--- src/rtl/debug_controller_pkg.sv ---
// Shared definitions for the debug sequencer.
// State encoding, default command bytes and dump length.
package debug_controller_pkg;

    typedef enum logic [2:0] {
        IDLE      = 3'b000,
        RUN       = 3'b001,
        STEP      = 3'b010,
        SEND_LOAD = 3'b011,
        SEND_WAIT = 3'b100,
        DONE      = 3'b101
    } state_t;

    localparam int         DUMP_BYTES_DEF = 128;
    localparam logic [7:0] CMD_CONT_DEF   = 8'h63;
    localparam logic [7:0] CMD_STEP_DEF   = 8'h73;

endpackage

--- src/rtl/debug_controller.sv ---
// Debug sequencer: runs or single-steps the datapath on a
// UART command, then streams a fixed-length state dump back.
module debug_controller
    import debug_controller_pkg::*;
#(
    parameter int         DUMP_BYTES = DUMP_BYTES_DEF,
    parameter logic [7:0] CMD_CONT   = CMD_CONT_DEF,
    parameter logic [7:0] CMD_STEP   = CMD_STEP_DEF
) (
    input  logic       clk,
    input  logic       reset,
    input  logic [7:0] rx_data,
    input  logic       rx_done,
    input  logic       tx_done,
    input  logic       cpu_halted,
    input  logic [7:0] dump_data,
    output logic       cpu_enable,
    output logic       tx_start,
    output logic [7:0] tx_data,
    output logic [7:0] send_counter,
    output logic       sent_flag,
    output logic       led_idle
);

    localparam logic [7:0] LAST_IDX = 8'(DUMP_BYTES - 1);

    state_t state;
    logic   is_cont;
    logic   is_step;

    assign is_cont = (rx_data == CMD_CONT);
    assign is_step = (rx_data == CMD_STEP);

    // Single FSM; every output is registered alongside the state.
    always_ff @(posedge clk or posedge reset) begin
        if (reset) begin
            state        <= IDLE;
            cpu_enable   <= 1'b0;
            tx_start     <= 1'b0;
            tx_data      <= 8'h00;
            send_counter <= 8'h00;
            sent_flag    <= 1'b0;
            led_idle     <= 1'b1;
        end else begin
            unique case (state)
                IDLE: begin
                    if (rx_done && (is_cont || is_step)) begin
                        sent_flag    <= 1'b0;
                        send_counter <= 8'h00;
                        led_idle     <= 1'b0;
                        if (cpu_halted) begin
                            state <= SEND_LOAD;
                        end else if (is_cont) begin
                            state      <= RUN;
                            cpu_enable <= 1'b1;
                        end else begin
                            state      <= STEP;
                            cpu_enable <= 1'b1;
                        end
                    end
                end
                RUN: begin
                    if (cpu_halted) begin
                        state      <= SEND_LOAD;
                        cpu_enable <= 1'b0;
                    end
                end
                STEP: begin
                    state      <= SEND_LOAD;
                    cpu_enable <= 1'b0;
                end
                SEND_LOAD: begin
                    tx_data  <= dump_data;
                    tx_start <= 1'b1;
                    state    <= SEND_WAIT;
                end
                SEND_WAIT: begin
                    tx_start <= 1'b0;
                    if (tx_done) begin
                        if (send_counter == LAST_IDX) begin
                            state <= DONE;
                        end else begin
                            send_counter <= send_counter + 8'd1;
                            state        <= SEND_LOAD;
                        end
                    end
                end
                DONE: begin
                    sent_flag    <= 1'b1;
                    send_counter <= 8'h00;
                    led_idle     <= 1'b1;
                    state        <= IDLE;
                end
                default: begin
                    state      <= IDLE;
                    cpu_enable <= 1'b0;
                    tx_start   <= 1'b0;
                    led_idle   <= 1'b1;
                end
            endcase
        end
    end

endmodule

--- config.mk ---
export PLATFORM = sky130hd
export DESIGN_NAME = debug_controller
export DESIGN_NICKNAME = d
export VERILOG_FILES = /design/src/rtl/debug_controller_pkg.sv /design/src/rtl/debug_controller.sv
export SDC_FILE = /design/constraint.sdc
export NUM_CORES = 1
export LEC_CHECK = 0
export ABC_AREA = 1
export BUFFER_PORTS_ARGS = -buffer_cell sky130_fd_sc_hd__buf_2
export CORE_MARGIN = 4
export CORE_UTILIZATION = 30
export CTS_CLUSTER_DIAMETER = 30
export DETAILED_ROUTE_END_ITERATION = 12
export GPL_ROUTABILITY_DRIVEN = 0
export GPL_TIMING_DRIVEN = 0
export PLACE_DENSITY = 0.6
export SYNTH_ARGS = -nofsm -noshare
export SYNTH_HDL_FRONTEND = slang
export SYNTH_SLANG_ARGS = --single-unit
export TNS_END_PERCENT = 10
--- constraint.sdc ---
create_clock -name clk -period 2.3 [get_ports clk]
set_input_delay 0.115 -clock clk [delete_from_list [all_inputs] [get_ports clk]]
set_output_delay 0.115 -clock clk [all_outputs]
set_load 0.05 [all_outputs]
### Word level (Yosys, flattened, before mapping)

Cells that the tools add are included.

* output and inout port bits: 20
* register bits: 23
* logic and storage cells: 55
* input bits: 21

* bitwise logic cells: 2
* mux-type cells: 19
* $add $sub $neg: 1
* eq/ne operators: 13
* reductions and logical operators: 13

Operator list (count)
* $eq 8x7->1 const B: 3
* $mux 8: 3
* $pmux 8 s3: 1
* $pmux 3 s5: 1
* $mux 3: 4
* $ne 2x2->1 const B: 5
* $add 8x1->8 const B: 1
* $reduce_and 4->1: 2
* $reduce_or 4->1: 2
* $eq 3x2->1 const B: 2
* $eq 3x3->1 const B: 2
* $pmux 1 s2: 3
* $mux 1: 4
* $mux 2: 2
* $reduce_and 2->1: 2
* $eq 3x1->1 const B: 1
* $logic_not 3->1: 1
* $pmux 1 s3: 1
* $reduce_and 3->1: 1
* $reduce_bool 3->1: 1
* $reduce_or 3->1: 1
* $not 1->1: 2
* $reduce_bool 2->1: 1
* $logic_and 1x1->1: 1
* $logic_or 1x1->1: 1

### Depth between registers and ports, before layout

Gate-level depths: netlist (run 1).

* depth in word-level cells: 5
* gate-level depth with buffers: 9
* mapped depth without buffers: 9

### Worst setup path before layout (run 1)

Ideal clock, no wire load.

* path kind: reg2reg
* start: register send_counter[0]
* end: register send_counter[0]
* slack: 0.572 ns
* setup time: 0.123 ns
* arrival time: 1.605 ns
* cell stages (with the launch flop): 9
* period minus slack after synthesis: 1.728 ns
* buffers on the path: 0
* data required time: 2.177 ns
* cell sequence: dfrtp_1 > ha_1 > nand2_1 > nor2_1 > nand3_1 > nand2_2 > nor2_4 > nand2_1 > nand2_1

* longest elaborated chain between the ends: 4
* elaborated cells between the ends (all ways): 7
* those cells by class: add/sub: 1; eq/ne: 2; mux: 3; reduce/logical: 1

RTL lines
* start: declaration: RTL line debug_controller.sv:20 `output logic [7:0] send_counter,`
* start signal: assignment: RTL line debug_controller.sv:83 `send_counter <= send_counter + 8'd1;`
* $add 8x1->8: RTL line debug_controller.sv:83
* $mux 8: RTL line debug_controller.sv:80 `if (send_counter == LAST_IDX) begin`
* $mux 8: RTL line debug_controller.sv:79 `if (tx_done) begin`
* $pmux 8 s3: RTL line debug_controller.sv:45 `unique case (state)`

Parallel ways exist; a longest one is shown, timed or not. The select of a mux whose other input is x is not followed.
A chain may end at the register's enable or synchronous reset.

### Worst setup path in the final report (run 1)

* start: register send_counter[0]
* end: register send_counter[2]

Same word-level chain as after synthesis.

==> metrics.sh, run 1 <==
TRITONCTS='done'
FP.COREAREA_UM2=4030
DRTANTENNAVIOLNETS=0
CTS.REPAIR.RESIZED=0
VDD_IR_DROP_MAX_uV=600
ANTENNA_CELLS=0
TIMING.FINAL.HOLD_VIOLATIONS=0
TRITONCTS.NUM_BUFFERS=3
WORST-SLEW-PIN-TRANSITION_PS=882
CRIT_PATH_MAX_FANOUT=9
FLOORPLAN.DIE_AREA_UM2=5320
GRT_REMAINING_OVERFLOW=0
DETAIL_ROUTE.DRC_VIOLATIONS=0
CRIT_FAMILY='simple AND/OR/NAND/NOR gates'
RUN_STATUS='complete, no violations'
CRITPATHKIND='reg2reg'
GRT_SETUP_UNREPAIRED='false'
POSTSYNTH.ASYNCRESETSHARE=1.00
YS_SEQ_ELEMENTS=23
DPL_HPWL_UM=2130
DRT-PASS1-ITER-COUNT=4
POST-CTS-SETUP-BUFFERS=0
POST-SYNTH-TOP-COUNT-CELL='nand2_1'
GRT_START_MAX_NET_PINS=24
TIMING.CRITICAL_PATH.MODE_CELL='nand2_1'
VIA_PER_INST=4.36
SYNTH_NETS=190
FINALCLOCKSKEW_PS=3.69
CTS_ROOT_BUF='clkbuf_8'
LAYOUT.FILLER_CELLS=422
CTS.HOLD.BUFFERS_ADDED=0
CP-START-KIND='flop'
ROUTE.FINAL.WIRE_LENGTH_UM=2870
INITIAL_ANTENNA_VIOLATION_COUNT=0
POST_SYNTH_MOST_FREQUENT_CELLS='54 x nand2_1, 23 x nor2_1, 22 x dfrtp_1, 21 x inv_1, 15 x o21ai_0'
CRITICAL_PATH_REQUIRED_PS=2510
YS.WARNINGS.COUNT=0
GRT_FIRST_PASS_WIRELENGTH_UM=4720
CLOCK_SINKS=23
DRV.MAX_CAP_VIOLATION_COUNT=0
SYNTH_FLOP_CELL='dfrtp_1'
WIRE_PER_INST_UM=11.0
FIRST_ITER_VIOLATIONS=25
AREA_DELTA_SYNTH_FINAL_PCT=24.4
CLK_PIN_SLEW_WORST_PATHS_PS=90
CTS_MAX_LEVEL=1
SETUP_VIOL=0
DIE_W_UM=72.9
PORT_BUFFERS=40
WORST_R2R_STARTPOINT='send_counter[0]'
YOSYSUNIQUECELLTYPES=21
NUMBER_OF_GLOBAL_ROUTE_VIAS_BEFORE_REPAIR=1072
SYN-CELL-AREA_UM2=1260
YOSYSSEQAREASHARE=0.456
WORST_HOLD_PATH_TYPE='in2async'
FMAXACHIEVABLE_MHz=624
FINAL_AREA_UM2=1570
SYNTH_AREA_LEADER_CELL='dfrtp_1'
FP.DIEH_UM=72.9
CLOCKBUFFERDEPTH=2
FLOORPLAN.INITIALDENSITY=0.314
CRIT_PATH_CELL_TRACE='ha_1 -> nand2_1 -> nor2_1 -> nand3_1 -> nand2_2 -> nor2_4 -> nand2_1 -> nand2_1'
CRITPATHSLOWESTCELL='dfrtp_1'
WORSTSKEWPAIRLATENCY_PS=270
FINALNETCOUNT=235
ROWS=23
PERIOD_MINUS_SLACK_PS=1600
CRITPATHARRIVALTIME_PS=1810
DEPTH_OF_THE_WORST_REGISTER_TO_REGISTER_PATH=8
WORST_FLOP_TO_FLOP_PATH_ENDPOINT='send_counter[2]'
PLACEDINSTANCEAREA_UM2=1530
GRT_USAGE=0.113
FLOP2FLOP_SETUP_SLACK_PS=700
ROUTED-VIA-COUNT=1143
SYNTH_EDF_COUNT=0
LAYOUT-DRIVE-GT1-SHARE=0.292
SYN_AREA_PER_CELL_UM2=7.53
SLEW_VIOLATIONS=0
YS_TOP_CELLS_BY_AREA='dfrtp_1 44%, nand2_1 16%, mux2_2 7.1%'
TIMING.MAX_SLEW.REL_SLACK=0.411
STATIC-LEAKAGE-POWER_nW=0.847
LAYOUT_WORST_PATH_CYCLE_SHARE=0.697
SYNTHCELLS=168
CRITPATHBUFINV=0
CRIT_PATH_END_KIND='flop'
CPPEAKSTAGEDELAY_PS=450
PIN_COUNT=41
SHARE_OF_THE_SYNTHESIZED_AREA_IN_THE_TOP_CELL_TYPE=0.435
POWER.DENSITY_nW_PER_UM2=1180
TNS_PS=0
-- per-stage QoR --
stage	worst slack, ps	power (mW)	hold slack [ps]	std cells	utilization
after CTS	679	1.89	63.1	262	0.391
final	697	1.86	22.9	262	0.391
after floorplan	572	1.39	116	168	-
after global routing	502	2.01	67.3	262	0.391
after global placement	718	1.62	346	258	0.379
after detailed placement	703	1.63	351	258	0.379
-- cells in the final DEF, fill, tap and decap left out --
cell      netlist  final
nand2_1        54     54
buf_2           1     41
nor2_1         23     23
dfrtp_1        22     22
inv_1          21     21
o21ai_0        15     15
nand3_1         8      8
mux2_2          8      8
nand2_2         3      3
clkbuf_8        0      3
a21oi_1         2      2
nor2_2          1      1
inv_2           1      1
or2_4           1      1
nand2_4         1      1
nor2_4          1      1
o22ai_1         1      1
nor3b_1         1      1
o21a_1          1      1
nand4_1         1      1
ha_1            1      1
clkinv_2        0      1
dfstp_2         1      1
-- final cells by class --
type / instances / area (µm²) / area share
inverters: 22 / 82.6 / 0.0525
repair buffers: 40 / 200 / 0.127
flip-flops and latches: 23 / 577 / 0.366
clock inverters: 1 / 5.00 / 0.00318
plain buffers: 1 / 5.00 / 0.00318
multi-input cells: 122 / 601 / 0.382
well taps: 50 / 62.6 / 0.0397
clock buffers: 3 / 41.3 / 0.0262
-- cells by family after synthesis --
kind of cell | Yosys count | synth area share
adders and majority gates | 1 | 0.00989
muxes | 8 | 0.0712
and+or+nand+nor | 94 | 0.316
DFF | 23 | 0.456
AOI/OAI and AO/OA | 19 | 0.0781
buffers and inverters | 23 | 0.0692
-- power breakdown --
group	switching (mW)	internal, mW	total [mW]
clock network	0.135	0.121	0.256
registers	0.0768	0.528	0.605
logic	0.719	0.284	1.00
total	0.931	0.933	1.86
-- how the worst max path moves through the flow --
stage | slack [ps] | depth (start not counted) | start | to
floorplan | 570 | 8 | send_counter[0] | send_counter[0]
global placement | 720 | 8 | send_counter[0] | send_counter[1]
detailed placement | 700 | 8 | send_counter[0] | send_counter[2]
CTS | 680 | 8 | send_counter[0] | send_counter[2]
global route | 500 | 8 | send_counter[0] | send_counter[2]
finish | 700 | 8 | send_counter[0] | send_counter[2]
-- worst reg2reg max path, delay by kind of cell (launching register included) --
family,cells,cell delay (ps)
simple gates,7,850
flops,1,450
fa+ha+maj,1,240
-- flip-flops by register name (all words and copies together), names as in the netlist --
signal        flops
led_idle          1
send_counter      8
state             3
tx_start          1
sent_flag         1
tx_data           8
cpu_enable        1
-- metal layers --
metal  GRT usage  routed length (µm)  part of all wire  vias to the layer above
li1            -                   -                 -                      612
met1       0.146                1330              0.46                      500
met2       0.184                1330              0.46                       27
met3      0.0110                 158             0.055                        4
met4      0.0615                  46             0.016                        0
met5           0                   0                 0                        -
Note: power is estimated with default switching activity, not from simulation.
==> inputs of run 2 (changes only) <==
==> constraint.sdc (replaced) <==
create_clock -name clk -period 1.6 [get_ports clk]
set_input_delay 0.08 -clock clk [delete_from_list [all_inputs] [get_ports clk]]
set_output_delay 0.08 -clock clk [all_outputs]
set_load 0.05 [all_outputs]
==> run 2 against run 1 <==
Against the previous run: the flow now finishes with violations (hold timing); die area unchanged; final area up 1.6%; wire length shrank 0.80%; sequential power increased by 44%; non-clock buffer count rose by 1; clock skew is 2.2 ps higher.
==> metrics.sh, run 2 (synthesis results as in run 1) <==
LARGEST_REGISTERS_RANKED_BY_FLIP_FLOP_COUNT='send_counter x8, tx_data x8, state x3'
LAYOUT_WORST_PATH_CYCLE_SHARE=0.905  # +0.208
TIMING.FINAL.HOLD_VIOLATIONS=14  # +14
CRITPATHKIND='reg2reg'
GRT_USAGE=0.107  # -0.00609
LEADING_CELL_TYPE_IN_THE_LAYOUT_FILL_AND_TAPS_EXCLUDED='nand2_1'
CTS_ROOT_BUF='clkbuf_8'
PLACEDINSTANCEAREA_UM2=1530  # +0.16%
PIN_COUNT=41  # unchanged
CRITPATHARRIVALTIME_PS=1650  # -160 ps
CLOCK_SINKS=23  # unchanged
DEPTH_OF_THE_WORST_REGISTER_TO_REGISTER_PATH=8  # unchanged
FAILING_CHECKS='hold timing'
CTS_MAX_LEVEL=1  # unchanged
ROUTE.FINAL.WIRE_LENGTH_UM=2850  # -0.80%
FP.COREAREA_UM2=4030  # unchanged
FIN_UTIL=0.397  # +0.00621
VDD_IR_DROP_MAX_uV=1070  # +78%
FMAXACHIEVABLE_MHz=690  # +11%
WORST_HOLD_PATH_TYPE='in2async'
SETUP_VIOL=0  # unchanged
GRT_SETUP_UNREPAIRED='false'
INITIAL_ANTENNA_VIOLATION_COUNT=0  # unchanged
CLK_PIN_SLEW_WORST_PATHS_PS=90  # about the same
GRT_REMAINING_OVERFLOW=0  # unchanged
CRITICAL_PATH_REQUIRED_PS=1810  # -700 ps
LAYOUT-DRIVE-GT1-SHARE=0.315  # +0.0221
AREA_DELTA_SYNTH_FINAL_PCT=26.4
CTS.HOLD.BUFFERS_ADDED=0  # unchanged
SLEW_VIOLATIONS=0  # unchanged
DRT-PASS1-ITER-COUNT=4  # unchanged
DPL_HPWL_UM=2120  # -0.56%
TNS_PS=0  # unchanged
TRITONCTS='done'
TIMING.MAX_SLEW.REL_SLACK=0.407  # -0.00487
PERIOD_MINUS_SLACK_PS=1450  # -155 ps
VIA_PER_INST=4.46  # +2.1%
FINAL_AREA_UM2=1600  # +1.6%
FLOP2FLOP_SETUP_SLACK_PS=150  # -550 ps
RUN_STATUS='finished with violations'
CRIT_PATH_END_KIND='flop'
FLOORPLAN.INITIALDENSITY=0.314  # unchanged
WORST_FLOP_TO_FLOP_PATH_ENDPOINT='send_counter[2]'
FINALCLOCKSKEW_PS=5.92  # +2.23 ps
GRT_START_MAX_NET_PINS=24  # unchanged
FINALNETCOUNT=236  # +0.43%
POWER.DENSITY_nW_PER_UM2=1690  # +43%
WIRE_PER_INST_UM=10.8  # -1.2%
FIRST_ITER_VIOLATIONS=21  # -16%
WORSTSKEWPAIRLATENCY_PS=260  # about the same
GRT_FIRST_PASS_WIRELENGTH_UM=4620  # -2.2%
WORST_HOLD_SLACK_PS=-7.50  # -30.4 ps
STATIC-LEAKAGE-POWER_nW=0.846  # about the same
DETAIL_ROUTE.DRC_VIOLATIONS=0  # unchanged
PORT_BUFFERS=40  # unchanged
CRIT_PATH_MAX_FANOUT=9  # unchanged
WORST-SLEW-PIN-TRANSITION_PS=889  # +7.29 ps
FP.DIEH_UM=72.9  # unchanged
ROWS=23  # unchanged
TRITONCTS.NUM_BUFFERS=3  # unchanged
CP-START-KIND='flop'
MOST-COMMON-LAYOUT-CELLS='54 x nand2_1, 41 x buf_2, 22 x nor2_1, 21 x inv_1, 20 x dfrtp_1'
DRV.MAX_CAP_VIOLATION_COUNT=0  # unchanged
ANTENNA_CELLS=0  # unchanged
NUMBER_OF_GLOBAL_ROUTE_VIAS_BEFORE_REPAIR=1078  # +0.56%
FLOORPLAN.DIE_AREA_UM2=5320  # unchanged
ROUTED-VIA-COUNT=1172  # +2.5%
WORST_R2R_STARTPOINT='send_counter[0]'
DRTANTENNAVIOLNETS=0  # unchanged
CLOCKBUFFERDEPTH=2  # unchanged
DIE_W_UM=72.9  # unchanged
[run 2: layout make-up]
cell class	instances	area, µm²
fill	434	2430
multi-input combinational	122	613
sequential	23	579
timing repair buffer	41	208
inverter	22	82.6
tap	50	62.6
clock buffer	3	41.3
clock inverter	1	7.51
buffer	1	5.00
[run 2: through the flow]
| step | power [mW] | setup slack [ps] | std cells | hold WS [ps] |
|---|---|---|---|---|
| finish | 2.71 | 152 | 263 | -7.50 |
| CTS | 2.72 | 20.2 | 262 | 24.8 |
| global placement | 2.33 | 55.8 | 258 | 313 |
| floorplan | 2.00 | 51.6 | 168 | 81.0 |
| global route | 2.92 | 11.6 | 263 | 39.1 |
| detailed placement | 2.34 | 17.3 | 258 | 317 |
[run 2: what timing repair did]
| action | in CTS | in global routing |
|---|---|---|
| resized for setup | 0 | 3 |
| setup buffers | 0 | 1 |
| setup endpoints to repair | 1 | 8 |
| pin swaps | 1 | 1 |
[run 2: metal layers]
layer / wire [µm] / track usage / share of wire / vias up
met5: 0 / 0 / 0 / -
met4: 0 / 0.00615 / 0 / 0
met3: 167 / 0.0289 / 0.059 / 0
met2: 1290 / 0.185 / 0.45 / 27
met1: 1390 / 0.139 / 0.49 / 529
li1: - / - / - / 616
[run 2: how the worst max path moves through the flow]
stage | slack [ps] | depth (start not counted) | endpoint | startpoint
6_report | 150 | 8 | send_counter[2] | send_counter[0]
4_1_cts | 20 | 8 | send_counter[2] | send_counter[0]
2_1_floorplan | 50 | 8 | send_counter[0] | send_counter[0]
5_1_grt | 10 | 8 | send_counter[2] | state[0]
3_5_place_dp | 20 | 8 | send_counter[2] | send_counter[0]
3_3_place_gp | 60 | 8 | send_counter[0] | send_counter[0]
[run 2: worst max-delay path: stages, from the launching register on]
cell	delay [ps]
dfrtp_2	420
ha_1	210
nand2_1	110
nor2_2	60
nand3_2	100
nand2_4	100
nor2_4	230
nand2_1	80
nand2_1	70
[run 2: power breakdown]
part	switching (mW)	leakage (nW)	internal, mW
Combinational	1.05	0.543	0.426
Clock	0.189	0.0217	0.176
Sequential	0.108	0.282	0.762
Total	1.35	0.846	1.36
